[config.mk]
export PLATFORM = sky130hd
export DESIGN_NAME = sysmgr_seq
export DESIGN_NICKNAME = d
export VERILOG_FILES = /design/src/rtl/sysmgr_pkg.sv /design/src/rtl/sync_bit.sv /design/src/rtl/sysmgr_seq.sv
export SDC_FILE = /design/constraint.sdc
export NUM_CORES = 1
export LEC_CHECK = 0
export ABC_AREA = 0
export BUFFER_PORTS_ARGS = -buffer_cell sky130_fd_sc_hd__buf_2
export CORE_MARGIN = 2
export CORE_UTILIZATION = 50
export CTS_CLUSTER_DIAMETER = 50
export DETAILED_ROUTE_END_ITERATION = 7
export PLACE_DENSITY = 0.75
export REMOVE_ABC_BUFFERS = 1
export SLEW_MARGIN = 0
export SYNTH_ARGS = -nofsm -noshare
export SYNTH_HDL_FRONTEND = slang
export SYNTH_SLANG_ARGS = --single-unit
[constraint.sdc]
create_clock -name clk_in -period 2 [get_ports clk_in]
set_input_delay 0.2 -clock clk_in [delete_from_list [all_inputs] [get_ports clk_in]]
set_output_delay 0.2 -clock clk_in [all_outputs]
set_load 0.01 [all_outputs]
[src/rtl/sysmgr_pkg.sv]
`default_nettype none
// ============================================================================
// Module   : sysmgr_pkg
// Brief    : Shared types and constants for the sysmgr_seq reset/timebase block
// Revision : 1.0 - initial release
// ============================================================================
package sysmgr_pkg;

  typedef enum logic [1:0] {
    WAIT_LOCK = 2'd0,
    STRETCH   = 2'd1,
    RUN       = 2'd2
  } state_t;

  localparam logic [1:0] SEL_BASE = 2'd0;
  localparam logic [1:0] SEL_X2   = 2'd1;
  localparam logic [1:0] SEL_X4   = 2'd2;

  localparam int DEF_RST_CYCLES_LOG2  = 7;
  localparam int DEF_FS_DIV_LOG2      = 8;
  localparam int DEF_LOCK_SYNC_STAGES = 2;
  localparam int DEF_FRAME_W          = 16;

  // The reserved code 3 falls back to the base rate.
  function automatic logic [1:0] sel_decode(input logic [1:0] sel);
    return (sel == 2'd3) ? SEL_BASE : sel;
  endfunction

endpackage
`default_nettype wire

[src/rtl/sync_bit.sv]
`default_nettype none
// ============================================================================
// Module   : sync_bit
// Brief    : N-stage single-bit synchroniser, asynchronous active-low reset
// Revision : 1.0 - initial release
// ============================================================================
module sync_bit #(
  parameter int STAGES = 2
) (
  input  logic clk,
  input  logic rst_n,
  input  logic d,
  output logic q
);

  logic [STAGES-1:0] r_chain;

  always_ff @(posedge clk or negedge rst_n) begin
    if (!rst_n) begin
      r_chain <= '0;
    end else begin
      r_chain <= {r_chain[STAGES-2:0], d};
    end
  end

  assign q = r_chain[STAGES-1];

endmodule
`default_nettype wire

[src/rtl/sysmgr_seq.sv]
`default_nettype none
// ============================================================================
// Module   : sysmgr_seq
// Brief    : PLL-lock reset sequencer and fs timebase (clk_fs, strobe, frames).
//            Optional lock-loss statistics: define SYSMGR_SEQ_LOCK_STATS_EN.
// Revision : 1.0 - initial release
// ============================================================================
module sysmgr_seq
  import sysmgr_pkg::*;
#(
  parameter int RST_CYCLES_LOG2  = DEF_RST_CYCLES_LOG2,
  parameter int FS_DIV_LOG2      = DEF_FS_DIV_LOG2,
  parameter int LOCK_SYNC_STAGES = DEF_LOCK_SYNC_STAGES,
  parameter int FRAME_W          = DEF_FRAME_W
) (
  input  logic               clk_in,
  input  logic               rst_n_in,
  input  logic               pll_lock_in,
  input  logic [1:0]         div_sel,
  output logic               rst_out,
  output logic               clk_fs,
  output logic               fs_strobe,
  output logic [FRAME_W-1:0] frame_cnt,
  output logic [7:0]         lock_loss_cnt
);

  localparam logic [FS_DIV_LOG2-1:0]     C_DIV_ONE     = 1;
  localparam logic [RST_CYCLES_LOG2-1:0] C_STRETCH_ONE = 1;

  state_t                     r_state;
  state_t                     w_state_nxt;
  logic                       w_lock_s;
  logic [RST_CYCLES_LOG2-1:0] r_stretch_cnt;
  logic [FS_DIV_LOG2-1:0]     r_div_cnt;
  logic [FS_DIV_LOG2-1:0]     w_div_top;
  logic [1:0]                 r_sel_active;
  logic                       r_rst_out;
  logic [FRAME_W-1:0]         r_frame_cnt;
  logic                       w_strobe;
  logic                       w_clk_fs;
  logic                       w_stay_run;
  logic                       w_enter_run;

  sync_bit #(
    .STAGES (LOCK_SYNC_STAGES)
  ) u_lock_sync (
    .clk   (clk_in),
    .rst_n (rst_n_in),
    .d     (pll_lock_in),
    .q     (w_lock_s)
  );

  always_ff @(posedge clk_in or negedge rst_n_in) begin
    if (!rst_n_in) begin
      r_state <= WAIT_LOCK;
    end else begin
      r_state <= w_state_nxt;
    end
  end

  always_comb begin
    w_state_nxt = r_state;
    case (r_state)
      WAIT_LOCK: if (w_lock_s) w_state_nxt = STRETCH;
      STRETCH: begin
        if (!w_lock_s) begin
          w_state_nxt = WAIT_LOCK;
        end else if (&r_stretch_cnt) begin
          w_state_nxt = RUN;
        end
      end
      RUN:     if (!w_lock_s) w_state_nxt = WAIT_LOCK;
      default: w_state_nxt = WAIT_LOCK;
    endcase
  end

  assign w_stay_run  = (r_state == RUN) && (w_state_nxt == RUN);
  assign w_enter_run = (r_state != RUN) && (w_state_nxt == RUN);

  // Terminal count shrinks by one bit per rate step: M-1 = (2^L - 1) >> sel.
  assign w_div_top = {FS_DIV_LOG2{1'b1}} >> r_sel_active;
  assign w_strobe  = (r_state == RUN) && (r_div_cnt == w_div_top);

  always_comb begin
    w_clk_fs = r_div_cnt[FS_DIV_LOG2-1];
    case (r_sel_active)
      SEL_X2:  w_clk_fs = r_div_cnt[FS_DIV_LOG2-2];
      SEL_X4:  w_clk_fs = r_div_cnt[FS_DIV_LOG2-3];
      default: w_clk_fs = r_div_cnt[FS_DIV_LOG2-1];
    endcase
  end

  always_ff @(posedge clk_in or negedge rst_n_in) begin
    if (!rst_n_in) begin
      r_stretch_cnt <= '0;
      r_div_cnt     <= '0;
      r_sel_active  <= SEL_BASE;
      r_rst_out     <= 1'b1;
      r_frame_cnt   <= '0;
    end else begin
      r_stretch_cnt <= ((r_state == STRETCH) && (w_state_nxt == STRETCH))
                       ? r_stretch_cnt + C_STRETCH_ONE : '0;
      r_div_cnt     <= (w_stay_run && !w_strobe) ? r_div_cnt + C_DIV_ONE : '0;
      // Rate changes land only on a period boundary, so clk_fs never glitches.
      if (w_enter_run || w_strobe) begin
        r_sel_active <= sel_decode(div_sel);
      end
      r_rst_out     <= (w_state_nxt != RUN);
      r_frame_cnt   <= w_stay_run ? r_frame_cnt + FRAME_W'(w_strobe) : '0;
    end
  end

`ifdef SYSMGR_SEQ_LOCK_STATS_EN
  logic       w_lock_lost;
  logic [7:0] r_lock_loss_cnt;

  assign w_lock_lost = (r_state == RUN) && (w_state_nxt == WAIT_LOCK);

  always_ff @(posedge clk_in or negedge rst_n_in) begin
    if (!rst_n_in) begin
      r_lock_loss_cnt <= 8'd0;
    end else if (w_lock_lost && (r_lock_loss_cnt != 8'hFF)) begin
      r_lock_loss_cnt <= r_lock_loss_cnt + 8'd1;
    end
  end

  assign lock_loss_cnt = r_lock_loss_cnt;
`else
  assign lock_loss_cnt = 8'd0;
`endif

  assign rst_out   = r_rst_out;
  assign clk_fs    = w_clk_fs;
  assign fs_strobe = w_strobe;
  assign frame_cnt = r_frame_cnt;

endmodule
`default_nettype wire

==> qor.csv, run 1 <==
metric,value,unit
"Avg Cell Area, Syn",10.2,um^2
# placed instances,273,
Final nets,249,
final worst slack,-0.116,ns
Worst EP required,2.21,ns
Register-to-Register Path Depth,9,
CP endpoint kind,flip-flop,
Filler cells,312,
area of the multi-input gates,945,um^2
# setup viols final,9,
Synth cell types,35,
TritonCTS clock tree,done,
final hold viol count,0,
mux cell area share after synthesis,1.04,%
Clock Root Buffer,clkbuf_8,
Die X,66.0,um
RD Place Congestion,0.732,
"EDFF count, synth",0,
Leak,1.17,nW
RSZ-0062 raised after global routing,yes,
final instance area,2360,um^2
Post-synth top flop,dfrtp_1,
Ant. Diodes,0,
reg2reg setup slack,-0.12,ns
Residual DRC,0,
placeable core area,3690,um^2
Synth Area in Compound Gates,5.08,%
Setup TNS,-0.492,ns
largest family of logic cells by synthesized area,simple AND/OR/NAND/NOR gates,
Antenna Nets Post-Route,0,
CTS Buffer Depth,2,
Non-Filler Instances,285,
DP Area,2180,um^2
most frequent cells in the layout,"dfrtp_1 (37), nor2_1 (30), buf_2 (23)",
Hold Path Class,in2async,
Clock Pin Slew Worst Setup and Hold Paths,0.07,ns
startpoint types,flip-flop,
synthesized area,1920,um^2
Setup crit start,r_div_cnt[1]$_DFF_PN0_,
peak supply drop,0.486,mV
final wirelength,3.53,mm
H-tree depth,2,
global-route wire length before repair,5.91,mm
largest net degree at the start of global routing,39,
Skew-Pair Late Insertion Delay,0.29,ns
Tot GR Track Use,17.7,%
vias per cell,5.10,
worst r2r src,r_div_cnt[1]$_DFF_PN0_,
Top Ports,32,
via count,1454,
die area,4360,um^2
Final period util,106,%
Synth Area in Adders,5.21,%
Detailed Route Iter0 Violations,92,
crit path max fanout,4,
Buffers on Ports,23,
Core Rows,22,
failing checks,negative setup slack,
Worst slew margin,45.1,%
crit path cell chain,"ha_2, and4_4, nand4_1, nor2_2, ha_2, and4_4, nand4_4, or3_4, a21oi_2",
register area,952,um^2
"Seq/Total Area, Yosys",49.5,%
CP peak stage delay,0.37,ns
"commonest non-fill, non-tap cell in the layout",dfrtp_1,
share of layout cells above drive strength 1,31.2,%
Yosys reg bits,38,
status,"complete, but fails checks",
wire length per cell,12.4,um
PwrDens,582,nW/um^2
RR Endpoint,frame_cnt[12]$_DFF_PN0_,
Post-DP HPWL,2.49,mm
initial antenna violation count,0,
Die Height,66.0,um
Post-Syn Instances,188,
Post-synth ARST share,100,%
fraction of synthesized cell area in xor and xnor cells,10.5,%
fin. max-slew vios,0,
gr ovfl total,0,
CP max-delay cell,dfrtp_1,
Critical Path AT,2.33,ns
Layout Area Growth over Synthesis,22.9,%
first drt pass iteration count,5,
max_cap viols,0,
warnings from Yosys,0,
Tmin final,2.12,ns
Setup CP Type,reg2reg,
clk sinks,38,
Clock Skews,0.00672,ns
cts bufs inserted,5,
Starting Density,52.1,%
Worst-Margin Slew,0.823,ns
Simple-Gate Fraction of Synth Area,22.8,%
f_max,473,MHz
number of global-route vias before repair,1381,
-- cells by family after synthesis --
group | Yosys count
AND/OR/NAND/NOR | 82
flip-flops | 38
XOR/XNOR | 23
buffers and inverters | 18
AO/OA/AOI/OAI | 16
adder cells (fa/ha/maj) | 8
multiplexers | 2
other | 1
-- synth_stat cells (2+ instances only) --
library cell  number  area [um^2]
and3_1             3         18.8
o21ai_0            4         20.0
buf_4              9         67.6
or3_1              4         25.0
nand2_1           11         41.3
xor2_1            13          114
a21oi_1            7         35.0
inv_1              6         22.5
and4_1             2         17.5
dfrtp_1           37          926
nand4_1            3         18.8
and2_1             2         12.5
xnor2_1           10         87.6
nor3_1             3         15.0
clkbuf_1           2         7.51
nor2_1            31          116
nand3b_1           2         15.0
mux2i_1            2         20.0
nand2b_1           4         25.0
nand3_1           11         55.1
ha_1               8          100
-- flip-flops by register name (all words and copies together), names as in the netlist --
signal               count
u_lock_sync.r_chain      2
r_sel_active             2
rst_out                  1
r_state                  2
frame_cnt               16
r_stretch_cnt            7
r_div_cnt                8
-- routing by layer --
metal | vias to the layer above | wire [um] | track usage (%)
met3 | 10 | 157 | 4.09
met5 | - | 0 | 0
met2 | 31 | 1690 | 29.5
li1 | 711 | - | -
met1 | 702 | 1620 | 22.3
met4 | 0 | 61 | 6.89
-- worst max-delay path by stage --
stage	to	slack [ns]	cells past startpoint
global placement	frame_cnt[12]$_DFF_PN0_	-0.13	10
global route	frame_cnt[12]$_DFF_PN0_	-0.27	9
detailed placement	frame_cnt[12]$_DFF_PN0_	-0.24	10
CTS	frame_cnt[14]$_DFF_PN0_	-0.17	9
finish	frame_cnt[12]$_DFF_PN0_	-0.12	9
floorplan	frame_cnt[12]$_DFF_PN0_	-0.36	10
-- layout make-up --
| cell class | instances | area share [%] |
|---|---|---|
| sequential | 38 | 40.3 |
| multi-input combinational | 139 | 40.0 |
| timing repair buffer | 46 | 12.3 |
| clock buffer | 7 | 3.65 |
| tap | 48 | 2.54 |
| inverter | 6 | 0.953 |
| clock inverter | 1 | 0.212 |
-- per-stage QoR --
step / utilization (%) / power [mW] / setup slack, ns / hold slack, ns
detailed placement: 59.1 / 0.852 / -0.237 / 0.318
global route: 64.0 / 1.43 / -0.270 / 0.0183
finish: 64.0 / 1.37 / -0.116 / 0.00146
global placement: 59.1 / 0.850 / -0.130 / 0.308
floorplan: - / 0.821 / -0.360 / -0.0956
CTS: 62.5 / 1.39 / -0.171 / 0.0250
-- critical path, delay by kind of cell, from the launching register on --
family | cells | cell delay [ns]
and+or+nand+nor | 6 | 1.18
AOI/OAI and AO/OA | 1 | 0.12
adders and majority gates | 2 | 0.38
DFF | 1 | 0.37
-- where the power goes --
group / switching [mW] / leakage, nW / internal (mW) / total, mW
sequential: 0.00558 / 0.517 / 0.775 / 0.781
clock: 0.256 / 0.0482 / 0.278 / 0.534
combinational: 0.0380 / 0.603 / 0.0215 / 0.0595
total: 0.300 / 1.17 / 1.07 / 1.37
-- what timing repair did --
item | 4_1_cts | 5_1_grt
buffers inserted | 2 | 2
gates resized for setup | 8 | 9
setup endpoints to repair | 12 | 12
hold buffers | 0 | 0
pin swaps | 7 | 8
Note: power is estimated with default switching activity, not from simulation.
==> run 2: changes to the inputs <==
SYNTH_HIERARCHICAL = 1   (was default)
==> run 2 against run 1 <==
Effect of this change:
- clock power about the same
- power grew 0.58%
- worst hold slack improved by 0.0010 ns
- the flow still finishes with violations (negative setup slack)
- sequential share of layout area decreased by 1.7 points
- combinational power rose by 11%
- die area about the same
- clock-buffer cell count increased by 1
- non-clock buffer count increased by 4
==> qor.csv, run 2 <==
metric,value,unit,change
Antenna Nets Post-Route,0,,unchanged
met2 wire len,2.03,mm,+20%
placeable core area,3690,um^2,unchanged
Final nets,255,,+2.4%
Buffers on Ports,23,,unchanged
most common library cells after synthesis,"dfrtp_1 (37), nor2_1 (29), nand3_1 (16)",,
die area,4360,um^2,about the same
worst r2r src,r_sel_active[0]$_DFFE_PN0P_,,
crit path cell chain,"inv_1, ha_4, xor2_1, or3_4, nor4b_4, ha_2, and4_4, nand2_4, or4_4, a21oi_2",,
fin. max-slew vios,0,,unchanged
number of global-route vias before repair,1415,,+2.5%
Yosys reg bits,38,,unchanged
global-route wire length before repair,6.20,mm,+4.8%
Post-DP HPWL,2.57,mm,+2.9%
Worst-Margin Slew,0.821,ns,-0.00162 ns
max_cap viols,0,,unchanged
max FFs per register,16,,unchanged
Clock Root Buffer,clkbuf_8,,
Post-Syn Instances,191,,+1.6%
Layout Area Growth over Synthesis,28.1,%,
Core Rows,22,,unchanged
total power,1.38,mW,+0.58%
Final period util,126,%,+20 points
Worst EP required,2.22,ns,about the same
Die Height,66.0,um,about the same
CP max-delay cell,or4_4,,
warnings from Yosys,6,,+6
cts bufs inserted,5,,unchanged
f_max,398,MHz,-16%
register area,952,um^2,unchanged
Leak,1.19,nW,+1.5%
Tot GR Track Use,19.1,%,+1.3 points
Hold Slack,0.00246,ns,+0.000996 ns
"commonest non-fill, non-tap cell in the layout",dfrtp_1,,
Setup WS pre-CTS,-0.857,ns,-0.620 ns
uppermost layer routed,met4,,
final wirelength,3.87,mm,+9.8%
Residual DRC,0,,unchanged
final worst slack,-0.511,ns,-0.395 ns
end of the critical path,frame_cnt[14]$_DFF_PN0_,,
"top cells by area, synth","dfrtp_1 (48%), nor2_1 (5.7%), xnor2_1 (5.5%)",,
CTS Buffer Depth,2,,unchanged
wire length on met3,128,um,-18%
status,"complete, but fails checks",,
Setup crit start,r_sel_active[0]$_DFFE_PN0P_,,
Tmin final,2.51,ns,+0.395 ns
Skew-Pair Late Insertion Delay,0.29,ns,about the same
utilization after layout,66.8,%,+2.7 points
final hold viol count,0,,unchanged
RSZ-0062 raised after global routing,yes,,
initial antenna violation count,0,,unchanged
CP endpoint kind,flip-flop,,
peak supply drop,0.421,mV,-13%
Ant. Diodes,0,,unchanged
Detailed Route Iter0 Violations,81,,-12%
Post-synth top flop,dfrtp_1,,
share of layout cells above drive strength 1,33.7,%,+2.5 points
RD Place Congestion,0.789,,+7.7%
H-tree depth,2,,unchanged
Clock Skews,0.00489,ns,-0.00183 ns
startpoint types,flip-flop,,
Setup CP Type,reg2reg,,
most frequent cell after synthesis,dfrtp_1,,
crit path max fanout,3,,-1
largest net degree at the start of global routing,39,,unchanged
"EDFF count, synth",0,,unchanged
Die X,66.0,um,about the same
synthesized area,1920,um^2,about the same
met1 wire length,1.65,mm,+2.2%
vias per cell,5.03,,-1.4%
Critical Path AT,2.73,ns,+0.40 ns
"Avg Cell Area, Syn",10.1,um^2,-1.5%
Starting Density,52.1,%,about the same
gr ovfl total,0,,unchanged
PwrDens,561,nW/um^2,-3.6%
Register-to-Register Path Depth,10,,+1
# setup viols final,15,,+6
first drt pass iteration count,4,,-1
wire length per cell,13.3,um,+7.5%
Top Ports,32,,unchanged
most frequent cells in the layout,"dfrtp_1 (37), nor2_1 (29), buf_4 (25)",,
Post-CTS Hold Fix Bufs,0,,unchanged
RR Endpoint,frame_cnt[14]$_DFF_PN0_,,
Synth cell types,35,,unchanged
"Seq/Total Area, Yosys",49.5,%,about the same
reg2reg setup slack,-0.51,ns,-0.40 ns
Post-synth ARST share,100,%,unchanged
area of the multi-input gates,1000,um^2,+6.2%
CP peak stage delay,0.43,ns,+0.06 ns
TritonCTS clock tree,done,,
failing checks,negative setup slack,,
Filler cells,277,,-11%
Clock Pin Slew Worst Setup and Hold Paths,0.07,ns,about the same
post-synth top area share,48.1,%,about the same
Worst slew margin,45.3,%,+0.11 points
via count,1464,,+0.69%
clk sinks,38,,unchanged
Yosys top cell by area,dfrtp_1,,
Hold Path Class,in2async,,
[run 2: worst min path at each step]
stage | slack [ns] | to
2_1_floorplan | -0.1 | frame_cnt[0]$_DFF_PN0_
3_3_place_gp | 0.32 | u_lock_sync/r_chain[0]$_DFF_PN0_
3_5_place_dp | 0.33 | u_lock_sync/r_chain[0]$_DFF_PN0_
4_1_cts | 0.02 | u_lock_sync/r_chain[0]$_DFF_PN0_
5_1_grt | 0.01 | u_lock_sync/r_chain[0]$_DFF_PN0_
6_report | 0.002 | r_div_cnt[4]$_DFF_PN0_
[run 2: logic make-up (layout without fill, tap and decap cells)]
group	after synthesis	in the layout	synth area share, %
AND/OR/NAND/NOR	85	85	22.5
flip-flops	38	38	49.5
XOR/XNOR	23	23	10.5
buffers and inverters	20	65	6.25
AO/OA/AOI/OAI	12	12	3.77
adder cells (fa/ha/maj)	8	8	5.21
multiplexers	4	4	2.08
other	1	8	0.195
[run 2: critical path: cells and delay by family (launching register included)]
kind | cells | cell delay [ns]
buffers and inverters | 1 | 0.09
AO/OA/AOI/OAI | 1 | 0.12
adder cells (fa/ha/maj) | 2 | 0.39
XOR/XNOR | 1 | 0.16
flip-flops | 1 | 0.38
AND/OR/NAND/NOR | 5 | 1.31
[run 2: what timing repair did]
action                                  4_1_cts  5_1_grt
setup buffers                                 5        2
gates resized for setup                      22        6
endpoints found under the setup margin       17       17
pin swaps                                    11        7
endpoints found under the hold margin         0        0
[run 2: power breakdown]
part | switching (mW) | internal, mW | total, mW
sequential | 0.00632 | 0.775 | 0.782
clock | 0.254 | 0.281 | 0.535
combinational | 0.0414 | 0.0243 | 0.0658
total | 0.302 | 1.08 | 1.38
[run 2: through the flow]
| stage | TNS, ns | instances | cell area [um^2] |
|---|---|---|---|
| final | -5.40 | 291 | 2460 |
| after global routing | -7.38 | 291 | 2460 |
| after CTS | -6.48 | 289 | 2410 |
| after detailed placement | -9.43 | 278 | 2200 |
| after global placement | -8.34 | 278 | 2200 |
| after floorplan | -12.73 | 185 | 1860 |
[run 2: cell type report]
cell class	count	area share, %
clock buffer	8	3.66
multi-input combinational	140	40.7
tap	48	2.44
sequential	38	38.6
inverter	7	1.07
timing repair buffer	50	13.5
[run 2: routing by layer]
metal,track usage (%),vias up
met5,0,-
met4,7.14,0
met3,4.94,6
met2,32.8,23
met1,22.9,710
li1,-,725
==> run 3: changes to the inputs <==
CTS_BUF_LIST = sky130_fd_sc_hd__clkbuf_4 sky130_fd_sc_hd__clkbuf_8 sky130_fd_sc_hd__clkbuf_16   (was default)
==> run 3 against run 2 <==
Effect of this change:
- the flow still finishes with violations (negative setup slack)
- final area grew 0.30%
- cell count stayed put
- via count up 0.61%
- critical path depth stayed put
- sequential power barely moved
- sequential share of layout area is 0.12 points lower
- worst hold slack improved by 0.0046 ns
- largest cell class unchanged
- core utilization up 0.20 points
- combinational power about the same
- register-to-register slack barely moved
- routed wire length grew 2.1%
==> qor.csv, run 3 (same netlist as run 2, synthesis figures left out) <==
metric,value,unit,change
Leak,1.19,nW,+0.58%
Hold Slack,0.00706,ns,+0.00460 ns
max FFs per register,16,,unchanged
Setup WS pre-CTS,-0.857,ns,unchanged
cts bufs inserted,5,,unchanged
DP Area,2200,um^2,unchanged
Core Rows,22,,unchanged
PwrDens,570,nW/um^2,+1.6%
Buffers on Ports,23,,unchanged
die area,4360,um^2,unchanged
Setup CP Type,reg2reg,,
RD Place Congestion,0.789,,unchanged
Tot GR Track Use,19.4,%,+0.33 points
Post-DP HPWL,2.57,mm,unchanged
via count,1473,,+0.61%
Clock Root Buffer,clkbuf_8,,
total power,1.41,mW,+2.0%
Hold Path Class,in2async,,
f_max,397,MHz,-0.41%
Residual DRC,0,,unchanged
Die X,66.0,um,unchanged
Die Height,66.0,um,unchanged
Antenna Nets Post-Route,0,,unchanged
initial antenna violation count,0,,unchanged
final wirelength,3.96,mm,+2.1%
peak supply drop,0.482,mV,+14%
H-tree depth,2,,unchanged
Final nets,255,,unchanged
Top Ports,32,,unchanged
Starting Density,52.1,%,unchanged
Skew-Pair Late Insertion Delay,0.29,ns,about the same
fin. max-slew vios,0,,unchanged
largest net degree at the start of global routing,39,,unchanged
Worst EP required,2.22,ns,about the same
failing checks,negative setup slack,,
worst r2r src,r_sel_active[0]$_DFFE_PN0P_,,
final hold viol count,0,,unchanged
max_cap viols,0,,unchanged
global-route wire length before repair,6.29,mm,+1.5%
end of the critical path,frame_cnt[14]$_DFF_PN0_,,
most frequent cells in the layout,"dfrtp_1 (37), nor2_1 (29), buf_4 (25)",,
# setup viols final,15,,unchanged
utilization after layout,67.0,%,+0.20 points
Ant. Diodes,0,,unchanged
number of global-route vias before repair,1425,,+0.71%
Post-CTS Hold Fix Bufs,0,,unchanged
RSZ-0062 raised after global routing,yes,,
Critical Path AT,2.74,ns,about the same
placeable core area,3690,um^2,unchanged
Setup crit start,r_sel_active[0]$_DFFE_PN0P_,,
final instance area,2470,um^2,+0.30%
Detailed Route Iter0 Violations,55,,-32%
Clock Skews,0.00254,ns,-0.00234 ns
startpoint types,flip-flop,,
clk sinks,38,,unchanged
Final period util,126,%,+0.51 points
status,"complete, but fails checks",,
Worst slew margin,44.6,%,-0.67 points
Clock Pin Slew Worst Setup and Hold Paths,0.07,ns,about the same
Register-to-Register Path Depth,10,,unchanged
crit path max fanout,3,,unchanged
Layout Area Growth over Synthesis,28.5,%,
Worst-Margin Slew,0.831,ns,+0.0101 ns
TritonCTS clock tree,done,,
vias per cell,5.06,,+0.61%
gr ovfl total,0,,unchanged
CTS Buffer Depth,2,,unchanged
CP endpoint kind,flip-flop,,
final worst slack,-0.521,ns,-0.0102 ns
reg2reg setup slack,-0.52,ns,about the same
RR Endpoint,frame_cnt[14]$_DFF_PN0_,,
Tmin final,2.52,ns,+0.0102 ns
"commonest non-fill, non-tap cell in the layout",dfrtp_1,,
share of layout cells above drive strength 1,34.6,%,+0.82 points
wire length per cell,13.6,um,+2.1%
first drt pass iteration count,4,,unchanged
[run 3: worst min path at each step]
| stage | startpoint | to |
|---|---|---|
| after floorplan | rst_n_in | frame_cnt[0]$_DFF_PN0_ |
| after global placement | pll_lock_in | u_lock_sync/r_chain[0]$_DFF_PN0_ |
| after detailed placement | pll_lock_in | u_lock_sync/r_chain[0]$_DFF_PN0_ |
| after CTS | pll_lock_in | u_lock_sync/r_chain[0]$_DFF_PN0_ |
| after global routing | pll_lock_in | u_lock_sync/r_chain[0]$_DFF_PN0_ |
| final | rst_n_in | r_div_cnt[2]$_DFF_PN0_ |
[run 3: routing by layer]
metal | GRT usage [%] | part of all wire, % | vias up
met4 | 7.14 | 2.0 | 0
li1 | - | - | 724
met2 | 33.7 | 53 | 34
met3 | 4.94 | 3.7 | 8
met1 | 23.2 | 42 | 707
met5 | 0 | 0 | -
[run 3: final cells by class]
| cell class | count | area, um^2 |
|---|---|---|
| sequential | 38 | 952 |
| timing repair buffer | 50 | 332 |
| clock buffer | 8 | 97.6 |
| tap | 48 | 60.1 |
| inverter | 7 | 26.3 |
| fill | 282 | 1220 |
| multi-input combinational | 140 | 1000 |
[run 3: report_power, final]
group | internal [mW] | leakage [nW] | switching (mW)
Combinational | 0.0243 | 0.624 | 0.0415
Clock | 0.308 | 0.0523 | 0.254
Sequential | 0.775 | 0.517 | 0.00630
[run 3: timing repair]
action                     in CTS  in global routing
setup endpoints to repair      17                 17
gates resized for setup        22                  6
hold endpoints to repair        0                  0
buffers inserted                5                  2
pin swaps                      11                  8
[run 3: stage by stage]
stage	instances	TNS (ns)
floorplan	185	-12.73
global placement	278	-8.34
detailed placement	278	-9.43
CTS	289	-6.48
global route	291	-7.43
finish	291	-5.50
[run 3: worst max-delay path, stage by stage (launching register included)]
cell	delay (ns)
dfrtp_1	0.38
inv_1	0.09
ha_4	0.16
xor2_1	0.16
or3_4	0.35
nor4b_4	0.25
ha_2	0.23
and4_4	0.23
nand2_4	0.06
or4_4	0.43
a21oi_2	0.12
